### src/rtl/alu_result_queue_if.sv
// rtl/alu_result_queue_if.sv - push/pop/status bundle between the ALU stage, the queue and its consumer
interface alu_result_queue_if #(
  parameter int DEPTH = 4,
  parameter int WIDTH = 16
);
  logic                     in_valid;
  logic                     in_ready;
  logic [WIDTH-1:0]         in_result;
  logic                     in_carry;
  logic                     in_ovf;
  logic                     out_valid;
  logic                     out_ready;
  logic [WIDTH-1:0]         out_result;
  logic [3:0]               out_flags;
  logic [$clog2(DEPTH):0]   count;
  logic                     clr_sticky;
  logic                     sticky_c;
  logic                     sticky_v;

  modport slave (
    input  in_valid, in_result, in_carry, in_ovf, out_ready, clr_sticky,
    output in_ready, out_valid, out_result, out_flags, count, sticky_c, sticky_v
  );

  modport master (
    output in_valid, in_result, in_carry, in_ovf, out_ready, clr_sticky,
    input  in_ready, out_valid, out_result, out_flags, count, sticky_c, sticky_v
  );
endinterface

### src/rtl/alu_result_queue.sv
// rtl/alu_result_queue.sv - first-word fall-through queue of ALU results with {C,V,N,Z} flags and sticky C/V
module alu_result_queue #(
  parameter int DEPTH = 4,
  parameter int WIDTH = 16
) (
  input logic              clk,
  input logic              rst_n,
  alu_result_queue_if.slave bus
);
  localparam int AW = $clog2(DEPTH);
  localparam int CW = AW + 1;

  logic [WIDTH+3:0] mem [DEPTH];
  logic [AW-1:0]    wr_ptr;
  logic [AW-1:0]    rd_ptr;
  logic [CW-1:0]    cnt;
  logic             sticky_c_q;
  logic             sticky_v_q;
  logic             in_ready;
  logic             out_valid;
  logic             push;
  logic             pop;
  logic [3:0]       new_flags;
  logic [WIDTH+3:0] head;

  // Handshake status depends only on registered occupancy, so there is no in->out combinational path
  assign in_ready  = (cnt < CW'(DEPTH));
  assign out_valid = (cnt != '0);
  assign push      = bus.in_valid & in_ready;
  assign pop       = out_valid & bus.out_ready;
  assign new_flags = {bus.in_carry, bus.in_ovf, bus.in_result[WIDTH-1], (bus.in_result == '0)};
  assign head      = mem[rd_ptr];

  assign bus.in_ready   = in_ready;
  assign bus.out_valid  = out_valid;
  assign bus.out_result = out_valid ? head[WIDTH+3:4] : '0;
  assign bus.out_flags  = out_valid ? head[3:0] : 4'b0000;
  assign bus.count      = cnt;
  assign bus.sticky_c   = sticky_c_q;
  assign bus.sticky_v   = sticky_v_q;

  // Entry storage needs no reset: an empty queue masks the head to zero
  always_ff @(posedge clk) begin
    if (push) begin
      mem[wr_ptr] <= {bus.in_result, new_flags};
    end
  end

  always_ff @(posedge clk or negedge rst_n) begin
    if (!rst_n) begin
      wr_ptr     <= '0;
      rd_ptr     <= '0;
      cnt        <= '0;
      sticky_c_q <= 1'b0;
      sticky_v_q <= 1'b0;
    end else begin
      if (push) begin
        wr_ptr <= wr_ptr + AW'(1);
      end
      if (pop) begin
        rd_ptr <= rd_ptr + AW'(1);
      end
      case ({push, pop})
        2'b10:   cnt <= cnt + CW'(1);
        2'b01:   cnt <= cnt - CW'(1);
        default: cnt <= cnt;
      endcase
      // A flag arriving with the clear pulse survives the clear
      sticky_c_q <= (sticky_c_q & ~bus.clr_sticky) | (push & bus.in_carry);
      sticky_v_q <= (sticky_v_q & ~bus.clr_sticky) | (push & bus.in_ovf);
    end
  end
endmodule

### src/flat_wrapper.sv
// flat-port wrapper written by rule: the top's interface ports become plain ports
module alu_result_queue_flat 
#(
  parameter int DEPTH = 4,
  parameter int WIDTH = 16
)
  (clk, rst_n, bus_in_valid, bus_in_result, bus_in_carry, bus_in_ovf, bus_out_ready, bus_clr_sticky, bus_in_ready, bus_out_valid, bus_out_result, bus_out_flags, bus_count, bus_sticky_c, bus_sticky_v);
  alu_result_queue_if #(.DEPTH(DEPTH), .WIDTH(WIDTH)) bus_i ();
  input logic clk;
  input logic rst_n;
  input wire logic [$bits(bus_i.in_valid)-1:0] bus_in_valid;
  input wire logic [$bits(bus_i.in_result)-1:0] bus_in_result;
  input wire logic [$bits(bus_i.in_carry)-1:0] bus_in_carry;
  input wire logic [$bits(bus_i.in_ovf)-1:0] bus_in_ovf;
  input wire logic [$bits(bus_i.out_ready)-1:0] bus_out_ready;
  input wire logic [$bits(bus_i.clr_sticky)-1:0] bus_clr_sticky;
  output wire logic [$bits(bus_i.in_ready)-1:0] bus_in_ready;
  output wire logic [$bits(bus_i.out_valid)-1:0] bus_out_valid;
  output wire logic [$bits(bus_i.out_result)-1:0] bus_out_result;
  output wire logic [$bits(bus_i.out_flags)-1:0] bus_out_flags;
  output wire logic [$bits(bus_i.count)-1:0] bus_count;
  output wire logic [$bits(bus_i.sticky_c)-1:0] bus_sticky_c;
  output wire logic [$bits(bus_i.sticky_v)-1:0] bus_sticky_v;
  assign bus_i.in_valid = bus_in_valid;
  assign bus_i.in_result = bus_in_result;
  assign bus_i.in_carry = bus_in_carry;
  assign bus_i.in_ovf = bus_in_ovf;
  assign bus_i.out_ready = bus_out_ready;
  assign bus_i.clr_sticky = bus_clr_sticky;
  assign bus_in_ready = bus_i.in_ready;
  assign bus_out_valid = bus_i.out_valid;
  assign bus_out_result = bus_i.out_result;
  assign bus_out_flags = bus_i.out_flags;
  assign bus_count = bus_i.count;
  assign bus_sticky_c = bus_i.sticky_c;
  assign bus_sticky_v = bus_i.sticky_v;
  alu_result_queue #(.DEPTH(DEPTH), .WIDTH(WIDTH)) u_core (.clk(clk), .rst_n(rst_n), .bus(bus_i));
endmodule
### config.mk
export PLATFORM = sky130hd
export DESIGN_NAME = alu_result_queue_flat
export DESIGN_NICKNAME = d
export VERILOG_FILES = /design/src/rtl/alu_result_queue_if.sv /design/src/rtl/alu_result_queue.sv /design/src/flat_wrapper.sv
export SDC_FILE = /design/constraint.sdc
export NUM_CORES = 1
export LEC_CHECK = 0
export BUFFER_PORTS_ARGS = -buffer_cell sky130_fd_sc_hd__buf_2
export CAP_MARGIN = 10
export CORE_MARGIN = 2
export CORE_UTILIZATION = 50
export CTS_BUF_LIST = sky130_fd_sc_hd__clkbuf_2
export CTS_CLUSTER_DIAMETER = 150
export CTS_CLUSTER_SIZE = 40
export DETAILED_ROUTE_END_ITERATION = 8
export PLACE_DENSITY = 0.81
export SLEW_MARGIN = 20
export SYNTH_ARGS = -nofsm -noshare
export SYNTH_HDL_FRONTEND = slang
export SYNTH_SLANG_ARGS = --single-unit
export TNS_END_PERCENT = 5
### constraint.sdc
create_clock -name clk -period 2.8 [get_ports clk]
set_input_delay 0.56 -clock clk [delete_from_list [all_inputs] [get_ports clk]]
set_output_delay 0.56 -clock clk [all_outputs]
set_load 0.005 [all_outputs]
==> flow_summary.toml <==
[synth]
ys_types = 22
syn_inst = 174
synth_async_sr_flop_share_pct = 10.59
synth_largest_area_cell = "edfxtp_1"
synth_seq_cells = 85
synth_top_family_by_area = "multiplexers"
synthXorXnorAreaFrac_pct = 1.546
synthAdderAreaFrac_pct = 2.429
synth_flop_cell = "edfxtp_1"
synth-compound-area-share_pct = 0.5889
synth.avg_cell_area_um2 = 19.54
ys_top_cells_by_count = "edfxtp_1, and2_1, mux4_2, dfrtp_1, inv_1"
synth_mux_area_share_pct = 12.70
netlist.area_leader.share_pct = 67.13
synth-seq-area-share_pct = 73.76
yosysMostFrequentCell = "edfxtp_1"
ys_warn_count = 0
synth_nets = 203
yosys.area_share.simple_pct = 6.478
mappedNetlistArea_mm2 = 0.003400
synth_edf_count = 76
synthTopCellsByArea = "edfxtp_1, mux4_2, dfrtp_1"

[timing]
clock_skew_ns = 0.02131
finalHoldViolCount = 0
rsz0062_at_grt = "no"
setup_viol = 0
slew_viol_final = 0
period_share_pct = 91.98
fin_setup_tns_ns = 0
worst_pin_slew_ns = 0.3811
slew_headroom_pct = 74.59
min_period_ns = 2.575
max_freq_mhz = 388.3

[pwr]
ir_worst_vdd_v = 0.0004736
powerDensity_mw_per_mm2 = 905.3
p_leak_nw = 1.419

[floorplanning]
ios = 50
die_w_um = 86.46
die_h_um = 86.46
core_area_mm2 = 0.006681
rows = 30
initial_utilization_pct = 50.88
die_area_mm2 = 0.007474

[worst_setup_path]
startpoint_type = "register"
critPathRequiredTime_ns = 2.24
setup.worst_path.class = "reg2out"
worstPathArrival_ns = 2.02
critPathMaxFanout = 18
crit_path_end_kind = "output port"

[clock_network]
clockBufferDepth = 2
root_buffer = "clkbuf_2"
cts_buffers = 9
clock_latency_ns = 0.48
cts_setup_buffers = 0
cts_num_sinks = 85
cts_max_level = 3
cts_tree = "built"
cts.clk_slew.worst_paths_ns = 0.20

[min_path]
hp-class = "in2reg"

[global_route]
grt_pass1_vias = 1862
track_usage_pct = 16.98
grt_pass1_wl_um = 9183
grt_max_degree = 23
overflow = 0
antenna_found_initial = 0

[routing]
ant_nets = 0
vias = 1709
vias_per_cell = 5.341
drt-pass1-iter-count = 4
post_drt_wl_per_cell_um = 17.69
drt_iter0_drc = 119
drc_errors = 0
wirelength_um = 5660

[layout]
final_util_pct = 57.75
multi_input_area_um2 = 807.0
area_growth_pct = 13.51
instances_no_fill = 320
final_area_mm2 = 0.003859
nets = 264
seq_area_mm2 = 0.002509
drive_above_1_share_pct = 37.92
fillers = 518
n_antenna_cell = 0

[job]
drv_cap = 0

[placement]
place_hpwl_um = 3750
io_buffers = 49
gp_congestion = 0.6829
dp.cells = 303
placed_area_mm2 = 0.003766

[run_status]
status = "finished clean"
==> flip-flops by register name, summed over array words and instances, names as in the netlist <==
name and cells:
u_core.bus.count 3, u_core.bus.sticky_c 1, u_core.bus.sticky_v 1, u_core.mem 76, u_core.rd_ptr 2, u_core.wr_ptr 2
==> stage by stage <==
step	hold WS (ns)	power, mW	worst slack (ns)
2_1_floorplan	0.2644	2.585	0.8756
3_3_place_gp	0.4203	3.027	0.7111
3_5_place_dp	0.4223	3.071	0.6374
4_1_cts	0.1754	3.551	0.07186
5_1_grt	0.1651	3.741	0.06187
6_report	0.2339	3.493	0.2245
==> cells in the final DEF, fill, tap and decap left out <==
cell | netlist | layout
clkinv_2 | 0 | 2
edfxtp_1 | 76 | 76
mux4_1 | 1 | 1
buf_4 | 1 | 7
nor2_1 | 1 | 1
nand2_1 | 4 | 4
nor4_1 | 4 | 4
fa_1 | 1 | 1
and2_1 | 24 | 24
inv_1 | 9 | 9
nand3_1 | 1 | 1
dfrtp_1 | 9 | 8
xor2_1 | 2 | 2
buf_12 | 0 | 1
xnor2_1 | 4 | 4
nor2b_1 | 1 | 1
dlygate4sd3_1 | 0 | 1
buf_2 | 2 | 49
ha_1 | 5 | 5
dfrtp_2 | 0 | 1
and4_1 | 1 | 1
clkinv_1 | 0 | 1
o21ai_0 | 4 | 4
inv_4 | 0 | 2
mux4_2 | 18 | 18
or3_1 | 1 | 1
clkbuf_2 | 0 | 11
==> cell families (layout without fill, tap and decap cells) <==
kind of cell             count (synthesis)  count (layout)
AO/OA/AOI/OAI                            4               4
XOR/XNOR                                 6               6
adder cells (fa/ha/maj)                  6               6
buffers and inverters                   17              83
flip-flops                              85              85
multiplexers                            19              19
AND/OR/NAND/NOR                         37              37
==> critical path, stage by stage (launching register included) <==
cell and delay, ns:
dfrtp_2 0.47, buf_12 0.21, mux4_1 0.55, and2_1 0.17, buf_2 0.12
==> routing by layer <==
metal	up-vias	track usage, %	part of all wire, %
met3	6	5.905	6.2
met4	0	4.688	0.97
met1	853	20.87	42
met5	-	0	0
met2	59	28.81	51
li1	791	-	-
==> final cells by class <==
| type | instances | area share, % |
|---|---|---|
| Multi-Input combinational cell | 72 | 20.91 |
| Inverter | 9 | 0.8755 |
| Tap cell | 80 | 2.594 |
| Timing Repair Buffer | 58 | 8.495 |
| Clock buffer | 11 | 1.427 |
| Sequential cell | 85 | 65.01 |
| Clock inverter | 5 | 0.6809 |
==> what timing repair did <==
action                     4_1_cts  5_1_grt
setup endpoints to repair        0        3
hold endpoints to repair         9        0
hold buffers                     1        0
resized for setup                0        1
==> worst paths after layout <==
path / slack (ns) / end / cells past startpoint / from
setup / recovery: 0.22 / bus_out_flags[3] / 4 / u_core.rd_ptr[0]
hold / removal: 0.23 / u_core.bus.sticky_c / 2 / bus_clr_sticky
setup reg to reg: 0.66 / u_core.bus.count[1] / 7 / u_core.bus.count[0]
hold reg to reg: 0.53 / u_core.bus.sticky_v / 2 / u_core.bus.sticky_v
max in group asynchronous: 2.21 / u_core.rd_ptr[0] / 2 / rst_n
min in group asynchronous: 0.39 / u_core.bus.count[1] / 2 / rst_n
==> report_power, final <==
part	internal (mW)	switching [mW]	total [mW]
combinational	0.704	0.611	1.31
sequential	1.61	0.0863	1.70
clock	0.121	0.363	0.483
total	2.43	1.06	3.49
Note: power is estimated with default switching activity, not from simulation.
